**src/rtl/rom_loader_spi_writer.sv**
```systemverilog
// Streams 16-bit loader words into a 23LC1024-style serial SRAM, one SPI WRITE frame per word.
// Holds the ROM pins and stalls the fetch path (busy) while a loading session is active.
module rom_loader_spi_writer #(
    parameter int SCK_DIV    = 1,
    parameter int ADDR_WIDTH = 16
) (
    input  logic        clk,
    input  logic        reset,
    input  logic        rom_loader_load,
    input  logic        rom_loader_reset,
    input  logic [15:0] rom_loader_data,
    input  logic        rom_loader_valid,
    output logic        rom_loader_ack,
    output logic        rom_loader_load_received,
    output logic        rom_loader_busy,
    output logic        rom_cs_n,
    output logic        rom_sck,
    output logic        rom_sio_oe,
    output logic        rom_sio0_o,
    output logic        rom_sio1_o,
    output logic        rom_sio2_o,
    output logic        rom_sio3_o,
    input  logic        rom_sio1_i
);

    typedef enum logic [2:0] {
        IDLE      = 3'd0,
        WAIT_WORD = 3'd1,
        CS_SETUP  = 3'd2,
        SHIFT     = 3'd3,
        CS_HOLD   = 3'd4,
        DONE      = 3'd5
    } state_t;

    localparam logic [3:0] DIV_LAST  = 4'(SCK_DIV - 1);
    localparam logic [6:0] HALF_LAST = 7'd95;
    localparam logic [7:0] CMD_WRITE = 8'h02;

    state_t                  state_q, state_d;
    logic [ADDR_WIDTH-1:0]   addr_q, addr_d;
    logic [47:0]             frame_q, frame_d;
    logic [3:0]              div_q, div_d;
    logic [6:0]              half_q, half_d;
    logic                    cs_n_q, cs_n_d;
    logic                    sck_q, sck_d;
    logic                    sio_oe_q, sio_oe_d;
    logic                    sio0_q, sio0_d;
    logic                    load_received_q, load_received_d;
    logic                    busy_q, busy_d;
    logic                    ack_s;
    logic [ADDR_WIDTH-1:0]   addr_sel_s;
    logic [23:0]             byte_addr_s;
    logic                    unused_s;

    // SO is never read back; it exists only so the pin mux is symmetric.
    assign unused_s = rom_sio1_i;

    // Next-state, frame shifter and registered pin values.
    always_comb begin
        state_d         = state_q;
        addr_d          = addr_q;
        frame_d         = frame_q;
        div_d           = div_q;
        half_d          = half_q;
        cs_n_d          = cs_n_q;
        sck_d           = sck_q;
        sio_oe_d        = sio_oe_q;
        sio0_d          = sio0_q;
        load_received_d = 1'b0;
        ack_s           = 1'b0;

        // A loader reset in the accept cycle sends that very word to address 0.
        if (rom_loader_reset) begin
            addr_sel_s = '0;
        end else begin
            addr_sel_s = addr_q;
        end
        byte_addr_s = 24'h000000;
        byte_addr_s[ADDR_WIDTH:1] = addr_sel_s;

        case (state_q)
            IDLE: begin
                if (rom_loader_reset) begin
                    addr_d = '0;
                end else begin
                    addr_d = addr_q;
                end
                if (rom_loader_load) begin
                    state_d = WAIT_WORD;
                end else begin
                    state_d = IDLE;
                end
            end
            WAIT_WORD: begin
                if (rom_loader_reset) begin
                    addr_d = '0;
                end else begin
                    addr_d = addr_q;
                end
                if (!rom_loader_load) begin
                    state_d = IDLE;
                end else if (rom_loader_valid) begin
                    ack_s    = 1'b1;
                    frame_d  = {CMD_WRITE, byte_addr_s, rom_loader_data};
                    state_d  = CS_SETUP;
                    cs_n_d   = 1'b0;
                    sio_oe_d = 1'b1;
                    sck_d    = 1'b0;
                    sio0_d   = frame_d[47];
                end else begin
                    state_d = WAIT_WORD;
                end
            end
            CS_SETUP: begin
                state_d = SHIFT;
                sck_d   = 1'b1;
                div_d   = 4'd0;
                half_d  = 7'd0;
            end
            SHIFT: begin
                // 96 half-periods starting high: the SRAM samples on each rising edge,
                // and the next bit is presented as sck falls.
                if (div_q == DIV_LAST) begin
                    div_d = 4'd0;
                    if (half_q == HALF_LAST) begin
                        state_d = CS_HOLD;
                        sck_d   = 1'b0;
                    end else begin
                        half_d = half_q + 7'd1;
                        sck_d  = ~sck_q;
                        if (sck_q) begin
                            frame_d = {frame_q[46:0], 1'b0};
                            sio0_d  = frame_q[46];
                        end else begin
                            frame_d = frame_q;
                        end
                    end
                end else begin
                    div_d = div_q + 4'd1;
                end
            end
            CS_HOLD: begin
                state_d         = DONE;
                cs_n_d          = 1'b1;
                sio_oe_d        = 1'b0;
                sio0_d          = 1'b0;
                load_received_d = 1'b1;
            end
            DONE: begin
                addr_d = addr_q + ADDR_WIDTH'(1);
                if (rom_loader_load) begin
                    state_d = WAIT_WORD;
                end else begin
                    state_d = IDLE;
                end
            end
            default: begin
                state_d = IDLE;
            end
        endcase

        busy_d = (state_d != IDLE);
    end

    // State and output registers with synchronous reset.
    always_ff @(posedge clk) begin
        if (reset) begin
            state_q         <= IDLE;
            addr_q          <= '0;
            frame_q         <= 48'h0;
            div_q           <= 4'd0;
            half_q          <= 7'd0;
            cs_n_q          <= 1'b1;
            sck_q           <= 1'b0;
            sio_oe_q        <= 1'b0;
            sio0_q          <= 1'b0;
            load_received_q <= 1'b0;
            busy_q          <= 1'b0;
        end else begin
            state_q         <= state_d;
            addr_q          <= addr_d;
            frame_q         <= frame_d;
            div_q           <= div_d;
            half_q          <= half_d;
            cs_n_q          <= cs_n_d;
            sck_q           <= sck_d;
            sio_oe_q        <= sio_oe_d;
            sio0_q          <= sio0_d;
            load_received_q <= load_received_d;
            busy_q          <= busy_d;
        end
    end

    assign rom_loader_ack           = ack_s;
    assign rom_loader_load_received = load_received_q;
    assign rom_loader_busy          = busy_q;
    assign rom_cs_n                 = cs_n_q;
    assign rom_sck                  = sck_q;
    assign rom_sio_oe               = sio_oe_q;
    assign rom_sio0_o               = sio0_q;
    assign rom_sio1_o               = 1'b0;
    assign rom_sio2_o               = 1'b1;
    assign rom_sio3_o               = 1'b1;

endmodule

```
**config.mk**
```make
export PLATFORM = sky130hd
export DESIGN_NAME = rom_loader_spi_writer
export DESIGN_NICKNAME = d
export VERILOG_FILES = /design/src/rtl/rom_loader_spi_writer.sv
export SDC_FILE = /design/constraint.sdc
export NUM_CORES = 1
export LEC_CHECK = 0
export CORE_AREA = 8 8 93 95
export DETAILED_ROUTE_END_ITERATION = 7
export DIE_AREA = 0 0 101 103
export PLACE_DENSITY = 0.93
export SYNTH_ARGS = -nofsm -noshare
export SYNTH_HDL_FRONTEND = slang
export SYNTH_SLANG_ARGS = --single-unit
```
**constraint.sdc**
```tcl
create_clock -name clk -period 5.7 [get_ports clk]
set_input_delay 0.855 -clock clk [delete_from_list [all_inputs] [get_ports clk]]
set_output_delay 0.855 -clock clk [all_outputs]
set_load 0.03 [all_outputs]
```
==> results of run 1 <==
==> path summary, 6_finish.rpt <==
path | to | slack [ns] | cells past startpoint | startpoint
worst max-delay path | rom_loader_ack | 2.03 | 6 | rom_loader_load
worst min-delay path | frame_q[41]$_SDFFE_PP0P_ | 0.46 | 2 | frame_q[41]$_SDFFE_PP0P_
worst max register to register | frame_q[18]$_SDFFE_PP0P_ | 2.81 | 6 | half_q[1]$_SDFFE_PP0P_
worst min register to register | frame_q[41]$_SDFFE_PP0P_ | 0.46 | 2 | frame_q[41]$_SDFFE_PP0P_
==> worst max-delay path: cells and delay by family <==
family	cells	cell delay [ns]
buffers and inverters	4	1.57
AND/OR/NAND/NOR	2	0.38
==> layer usage <==
metal	vias up	wire length, um
li1	1901	-
met1	1861	4175
met2	99	4824
met3	18	466
met4	0	160
met5	-	0
==> state kept, by name, summed over array words and instances, names as in the netlist, 3 cells and up <==
register,cells
state_q,3
half_q,7
div_q,4
frame_q,47
addr_q,16
==> cells in the mapped netlist, types with 2 or more instances <==
cell type	count	area share
dfxtp_1	83	0.38
nand3_1	58	0.067
nand2_1	51	0.044
a21oi_1	38	0.044
clkbuf_1	28	0.024
nor2b_1	20	0.029
a31oi_1	19	0.027
mux2_1	16	0.041
a2111oi_0	15	0.030
a31o_2	15	0.030
mux2i_1	15	0.034
nor2_1	15	0.013
o21ai_0	13	0.015
buf_2	12	0.014
inv_1	9	0.0077
or2_0	9	0.013
or4_1	8	0.014
or2_1	7	0.010
buf_1	6	0.0052
nor3_1	6	0.0069
a211oi_1	5	0.0086
buf_4	5	0.0086
nand3b_1	5	0.0086
or3_1	5	0.0072
a21o_1	4	0.0069
ha_1	4	0.011
nand2b_1	4	0.0057
nand4_1	4	0.0057
o211ai_1	4	0.0069
o31ai_1	4	0.0069
mux2_2	3	0.0077
o311ai_0	3	0.0060
a211o_1	2	0.0040
and3_1	2	0.0029
and3b_1	2	0.0040
and4_1	2	0.0040
conb_1	2	0.0017
or2_2	2	0.0029
or3b_2	2	0.0040
==> report_power, final <==
group          total [mW]  switching [mW]  leakage (nW)  internal, mW
Clock               0.442           0.231         0.107         0.210
Combinational      0.0719          0.0431         0.904        0.0288
Sequential          0.592         0.00663         0.670         0.585
Total                1.11           0.281          1.68         0.824
==> kinds of logic after synthesis <==
group	count (synthesis)
other cells	2
buf+inv	62
flops	83
fa+ha+maj	4
compound gates	130
xor+xnor	1
mux	34
simple gates	209
==> stage by stage <==
step / instance area [um2] / utilization
CTS: 4780 / 0.6697
detailed placement: 4574 / 0.6410
floorplan: 4363 / -
global placement: 4574 / 0.6410
global route: 4780 / 0.6697
finish: 4780 / 0.6697
==> layout make-up <==
class                   instances  share of cell area
clock buffers                   9             0.02592
clock inverters                 7             0.01702
inverters                      10            0.007853
multi-input cells             381              0.5107
flip-flops and latches         83              0.3476
well taps                      99             0.02592
repair buffers                 33             0.06492
==> metrics.md, run 1 <==
| Metric | Value |
|---|---|
| Dpl hpwl | `6190 um` |
| All-Layer GR Usage | `0.1922` |
| IO Pins | `32` |
| # Max-Cap Violations | `0` |
| Starting Density | `0.6108` |
| Minimum clock period | `3.670 ns` |
| Final Hold Viols | `0` |
| Synth Warn # | `0` |
| Via Count | `3879` |
| Global-route wire length before repair | `16420 um` |
| Clk root buf | `clkbuf_8` |
| Placed Cells | `606` |
| Post-synthesis simple-gate area fraction | `0.2583` |
| TritonCTS buffer count | `9` |
| CP max stage delay | `0.69 ns` |
| Cts hold-fix bufs | `0` |
| Detail Route Antenna Nets | `0` |
| CP max FO | `32` |
| Fin. max-slew vios | `0` |
| Avg Vias per Cell | `6.236` |
| Post-synthesis sequential area ratio | `0.3812` |
| Initial antenna violation count | `0` |
| Final GP Congestion | `0.8137` |
| Highest-delay cell along the critical path | `clkdlybuf4s50_1` |
| Cell Chain, Critical Path | `clkdlybuf4s50_1 -> nand3b_1 -> or2_1 -> buf_4 -> inv_1 -> clkdlybuf4s50_1` |
| Hold slack final | `0.4612 ns` |
| Clk_lat worst skew | `0.36 ns` |
| Worst path most repeated cell | `clkdlybuf4s50_1` |
| Router iterations before antenna repair | `4` |
| Nets | `544` |
| Xor and xnor area share after synthesis | `0.002009` |
| Global route overflow | `0` |
| Setup TNS Final | `0 ns` |
| Core Area | `0.007137 mm2` |
| Post-synth EDFFs | `0` |
| Wire per inst | `15.48 um` |
| Hold WC Path Type | `reg -> reg` |
| Initial drt markers | `238` |
| Compound-Gate Fraction of Synth Area | `0.2003` |
| Setup ws final | `2.030 ns` |
| Pin count of the biggest net entering global routing | `95` |
| Pleak | `1.680 nW` |
| TritonCTS Sinks | `83` |
| Worst Clk Skew | `0.01296 ns` |
| Most frequent cells in the layout | `83 x dfxtp_1, 58 x nand3_1, 51 x nand2_1` |
| Row count | `31` |
| Tot Pwr | `1.105 mW` |
| Post-cts resize count | `0` |
| CTS tree | `done` |
| Highest clock rate | `0.2725 GHz` |
| H-Tree Depth | `3` |
| Power per standard cell area | `231.2 mW/mm2` |
| Busiest metal layer after global routing | `met2` |
| # setup viols final | `0` |
| Non-filler instance count after layout | `622` |
| Routed WL | `9627 um` |
| Clock Tree Buf Depth | `2` |
| CP arrival | `2.82 ns` |
| Worst-Margin Slew | `1.174 ns` |
| Post-synth top flop | `dfxtp_1` |
| Maximum VDD drop | `207.1 uV` |
| RSZ-0062 raised after global routing | `false` |
| FFs w/ async S/R, synth | `0` |
| Crit path kind | `in -> out` |
| IO Port Bufs | `27` |
| Post-synth cell types | `57` |
| Mapped Area | `0.004359 mm2` |
| DRC violations left | `0` |
| Run status | `completed` |
| Die Area | `0.01040 mm2` |
| Worst Setup End Kind | `output port` |
| Worst setup SP type | `primary input` |
| Post-CTS Setup Inserts | `0` |
| GR Layer Usage met2 | `0.3301` |
| Sequential cell area | `0.001662 mm2` |
| Met1 GRT Util | `0.2206` |
| Ant. Diodes | `0` |
| Commonest non-fill, non-tap cell in the layout | `dfxtp_1` |
| Vias in the first global route | `3646` |
| Synthesized area per cell | `8.303 um2` |
| Die H | `103 um` |
| Final period util | `0.6439` |
| Syn Inst Count | `525` |
| Place WS | `2.053 ns` |
| Adder-Cell Fraction of Synth Area | `0.01148` |
| Synth-to-Final Area Change | `9.644%` |
| Largest family of logic cells by synthesized area | `simple AND/OR/NAND/NOR gates` |
| Max-Slew Margin vs Limit | `0.2174` |
| Critical Path RT | `4.85 ns` |
| Die W | `101 um` |
| Flops & latches, synth | `83` |
| Layout cell share with drive strength beyond 1 | `0.09560` |
| Met3 usage | `0.05672` |
| Clock slew at reported path FFs | `0.09 ns` |
| Fillers | `585` |
| Multiplexer share of the synthesized area | `0.08352` |
| Multi-input combinational cell area | `0.002441 mm2` |
(Power assumes the default switching activity.)
==> run 2, diff against run 1 <==
- CORE_AREA: 8 8 93 95 -> 8 8 95 97
- DIE_AREA: 0 0 101 103 -> 0 0 103 105
- PLACE_DENSITY: 0.93 -> 0.89
- clock period: 5.7 -> 3.4 ns (I/O delays scaled with it)
==> metrics.md, run 2 (synthesis results as in run 1) <==
| Metric | Value |
|---|---|
| DRC violations left | `0 (unchanged)` |
| Highest clock rate | `0.3508 GHz` |
| Initial drt markers | `274 (was 238)` |
| Highest-delay cell along the critical path | `clkdlybuf4s50_1 (unchanged)` |
| P_sw | `449.3 uW (was 281.2 uW)` |
| Wire per inst | `15.26 um (was 15.48 um)` |
| Global route overflow | `0 (unchanged)` |
| Router iterations before antenna repair | `5 (was 4)` |
| Core Area | `0.007527 mm2 (was 0.007137 mm2)` |
| Clk root buf | `clkbuf_8 (unchanged)` |
| # setup viols final | `0 (unchanged)` |
| Final Hold Viols | `0 (unchanged)` |
| Largest Register | `frame_q (unchanged)` |
| TritonCTS Sinks | `83 (unchanged)` |
| # Max-Cap Violations | `0 (unchanged)` |
| Worst setup SP type | `flip-flop (was primary input)` |
| Clock Tree Buf Depth | `2 (unchanged)` |
| IO Pins | `32 (unchanged)` |
| Top Registers | `frame_q x47, addr_q x16, half_q x7 (unchanged)` |
| IO Port Bufs | `27 (unchanged)` |
| Place WS | `0.4427 ns (was 2.053 ns)` |
| Starting Density | `0.5791 (was 0.6108)` |
| Die Area | `0.01082 mm2 (was 0.01040 mm2)` |
| CP max FO | `15 (was 32)` |
| Non-filler instance count after layout | `627 (was 622)` |
| Cell Chain, Critical Path | `nand2b_1 -> or2_1 -> inv_1 -> clkdlybuf4s50_1 (was clkdlybuf4s50_1 -> nand3b_1 -> or2_1 -> buf_4 -> inv_1 -> clkdlybuf4s50_1)` |
| Placed Cells | `611 (was 606)` |
| All-Layer GR Usage | `0.1839 (was 0.1922)` |
| Clock slew at reported path FFs | `0.09 ns (about the same)` |
| Run status | `completed (unchanged)` |
| Dpl hpwl | `6288 um (was 6190 um)` |
| Worst-Margin Slew | `1.209 ns (was 1.174 ns)` |
| Row count | `32 (was 31)` |
| Setup TNS Final | `0 ns (unchanged)` |
| Crit path max-delay family | `buffers and inverters (unchanged)` |
| Die W | `103 um (was 101 um)` |
| Pin count of the biggest net entering global routing | `94 (was 95)` |
| Commonest non-fill, non-tap cell in the layout | `dfxtp_1 (unchanged)` |
| Fin. max-slew vios | `0 (unchanged)` |
| Routed WL | `9570 um (was 9627 um)` |
| Via Count | `3858 (was 3879)` |
| Minimum clock period | `2.851 ns` |
| Die H | `105 um (was 103 um)` |
| Final GP Congestion | `0.7899 (was 0.8137)` |
| Setup ws final | `0.5490 ns (was 2.030 ns)` |
| Critical Path RT | `2.89 ns (was 4.85 ns)` |
| Design Area, Final | `0.004797 mm2 (was 0.004780 mm2)` |
| Worst Clk Skew | `0.01011 ns (was 0.01296 ns)` |
| Initial antenna violation count | `0 (unchanged)` |
| Layout cell share with drive strength beyond 1 | `0.09714 (was 0.09560)` |
| Post-cts resize count | `0 (unchanged)` |
| Ant. Diodes | `0 (unchanged)` |
| Clk_lat worst skew | `0.36 ns (about the same)` |
| Vias in the first global route | `3660 (was 3646)` |
| Detail Route Antenna Nets | `0 (unchanged)` |
| Most frequent cells in the layout | `83 x dfxtp_1, 58 x nand3_1, 51 x nand2_1 (unchanged)` |
| Synth-to-Final Area Change | `10.05% (was 9.644%)` |
| Pleak | `1.679 nW (was 1.680 nW)` |
| Crit path kind | `reg -> out (was in -> out)` |
| Power per standard cell area | `383.8 mW/mm2 (was 231.2 mW/mm2)` |
| Max-Slew Margin vs Limit | `0.1937 (was 0.2174)` |
| CP max stage delay | `0.69 ns (about the same)` |
| H-Tree Depth | `3 (unchanged)` |
| Reg power frac | `0.538 (was 0.535)` |
| Comb pwr share | `0.066 (was 0.065)` |
| Avg Vias per Cell | `6.153 (was 6.236)` |
| Final period util | `0.8385` |
| Maximum VDD drop | `256.2 uV (was 207.1 uV)` |
| Hold WC Path Type | `reg -> reg (unchanged)` |
| Cts hold-fix bufs | `0 (unchanged)` |
| CP arrival | `2.34 ns (was 2.82 ns)` |
| Post-CTS Setup Inserts | `0 (unchanged)` |
| DP Area | `0.004593 mm2 (was 0.004574 mm2)` |
| CTS tree | `done (unchanged)` |
| Clock network power share | `0.396 (was 0.400)` |
| Worst Setup End Kind | `output port (unchanged)` |
| Global-route wire length before repair | `16600 um (was 16420 um)` |
| Max FFs per register | `47 (unchanged)` |
| Worst Path Buf+Inv | `2 (was 4)` |
| P_int | `1.392 mW (was 823.9 uW)` |
| Switch share | `0.2441 (was 0.2544)` |
| Nets | `546 (was 544)` |
| RSZ-0062 raised after global routing | `false (unchanged)` |
| TritonCTS buffer count | `9 (unchanged)` |
-- run 2: final cells by class --
cell class	instances	area [um2]
clock buffers	11	141.4
clock inverters	5	62.56
fillers	638	2730
inverters	10	37.54
multi-input cells	381	2441
flip-flops and latches	83	1662
well taps	102	127.6
repair buffers	35	325.3
-- run 2: routing by layer --
layer	up-vias	GRT usage	share of wire
li1	1900	-	-
met1	1859	0.2256	0.44
met2	86	0.3109	0.51
met3	13	0.03318	0.039
met4	0	0.06412	0.014
met5	-	0	0
-- run 2: worst paths after layout --
path	from	endpoint	slack, ns	cells after the start
max	state_q[0]$_SDFF_PP0_	rom_loader_ack	0.55	4
min	frame_q[41]$_SDFFE_PP0P_	frame_q[41]$_SDFFE_PP0P_	0.48	2
max reg2reg	state_q[1]$_SDFF_PP0_	frame_q[26]$_SDFFE_PP0P_	0.64	5
min reg2reg	frame_q[41]$_SDFFE_PP0P_	frame_q[41]$_SDFFE_PP0P_	0.48	2
-- run 2: power groups by stage --
stage	logic (mW)	registers [mW]	clock network (mW)
after detailed placement	0.121	1.01	0
after global placement	0.118	1.01	0
after CTS	0.121	0.991	0.740
after global routing	0.132	0.993	0.774
final	0.122	0.991	0.728
after floorplan	0.0791	1.01	0
-- run 2: through the flow --
| step | total power, mW | hold slack [ns] | utilization |
|---|---|---|---|
| after CTS | 1.852 | 0.4732 | 0.6373 |
| after global placement | 1.131 | 0.4314 | 0.6102 |
| after floorplan | 1.093 | 0.4216 | - |
| after global routing | 1.899 | 0.4892 | 0.6373 |
| final | 1.841 | 0.4818 | 0.6373 |
| after detailed placement | 1.134 | 0.4620 | 0.6102 |
-- run 2: worst reg2reg max path: cells and delay by family (launching register included) --
family	cells	cell delay (ns)
AO/OA/AOI/OAI	1	0.94
flip-flops	1	0.66
buffers and inverters	1	0.19
multiplexers	1	0.41
AND/OR/NAND/NOR	2	0.44
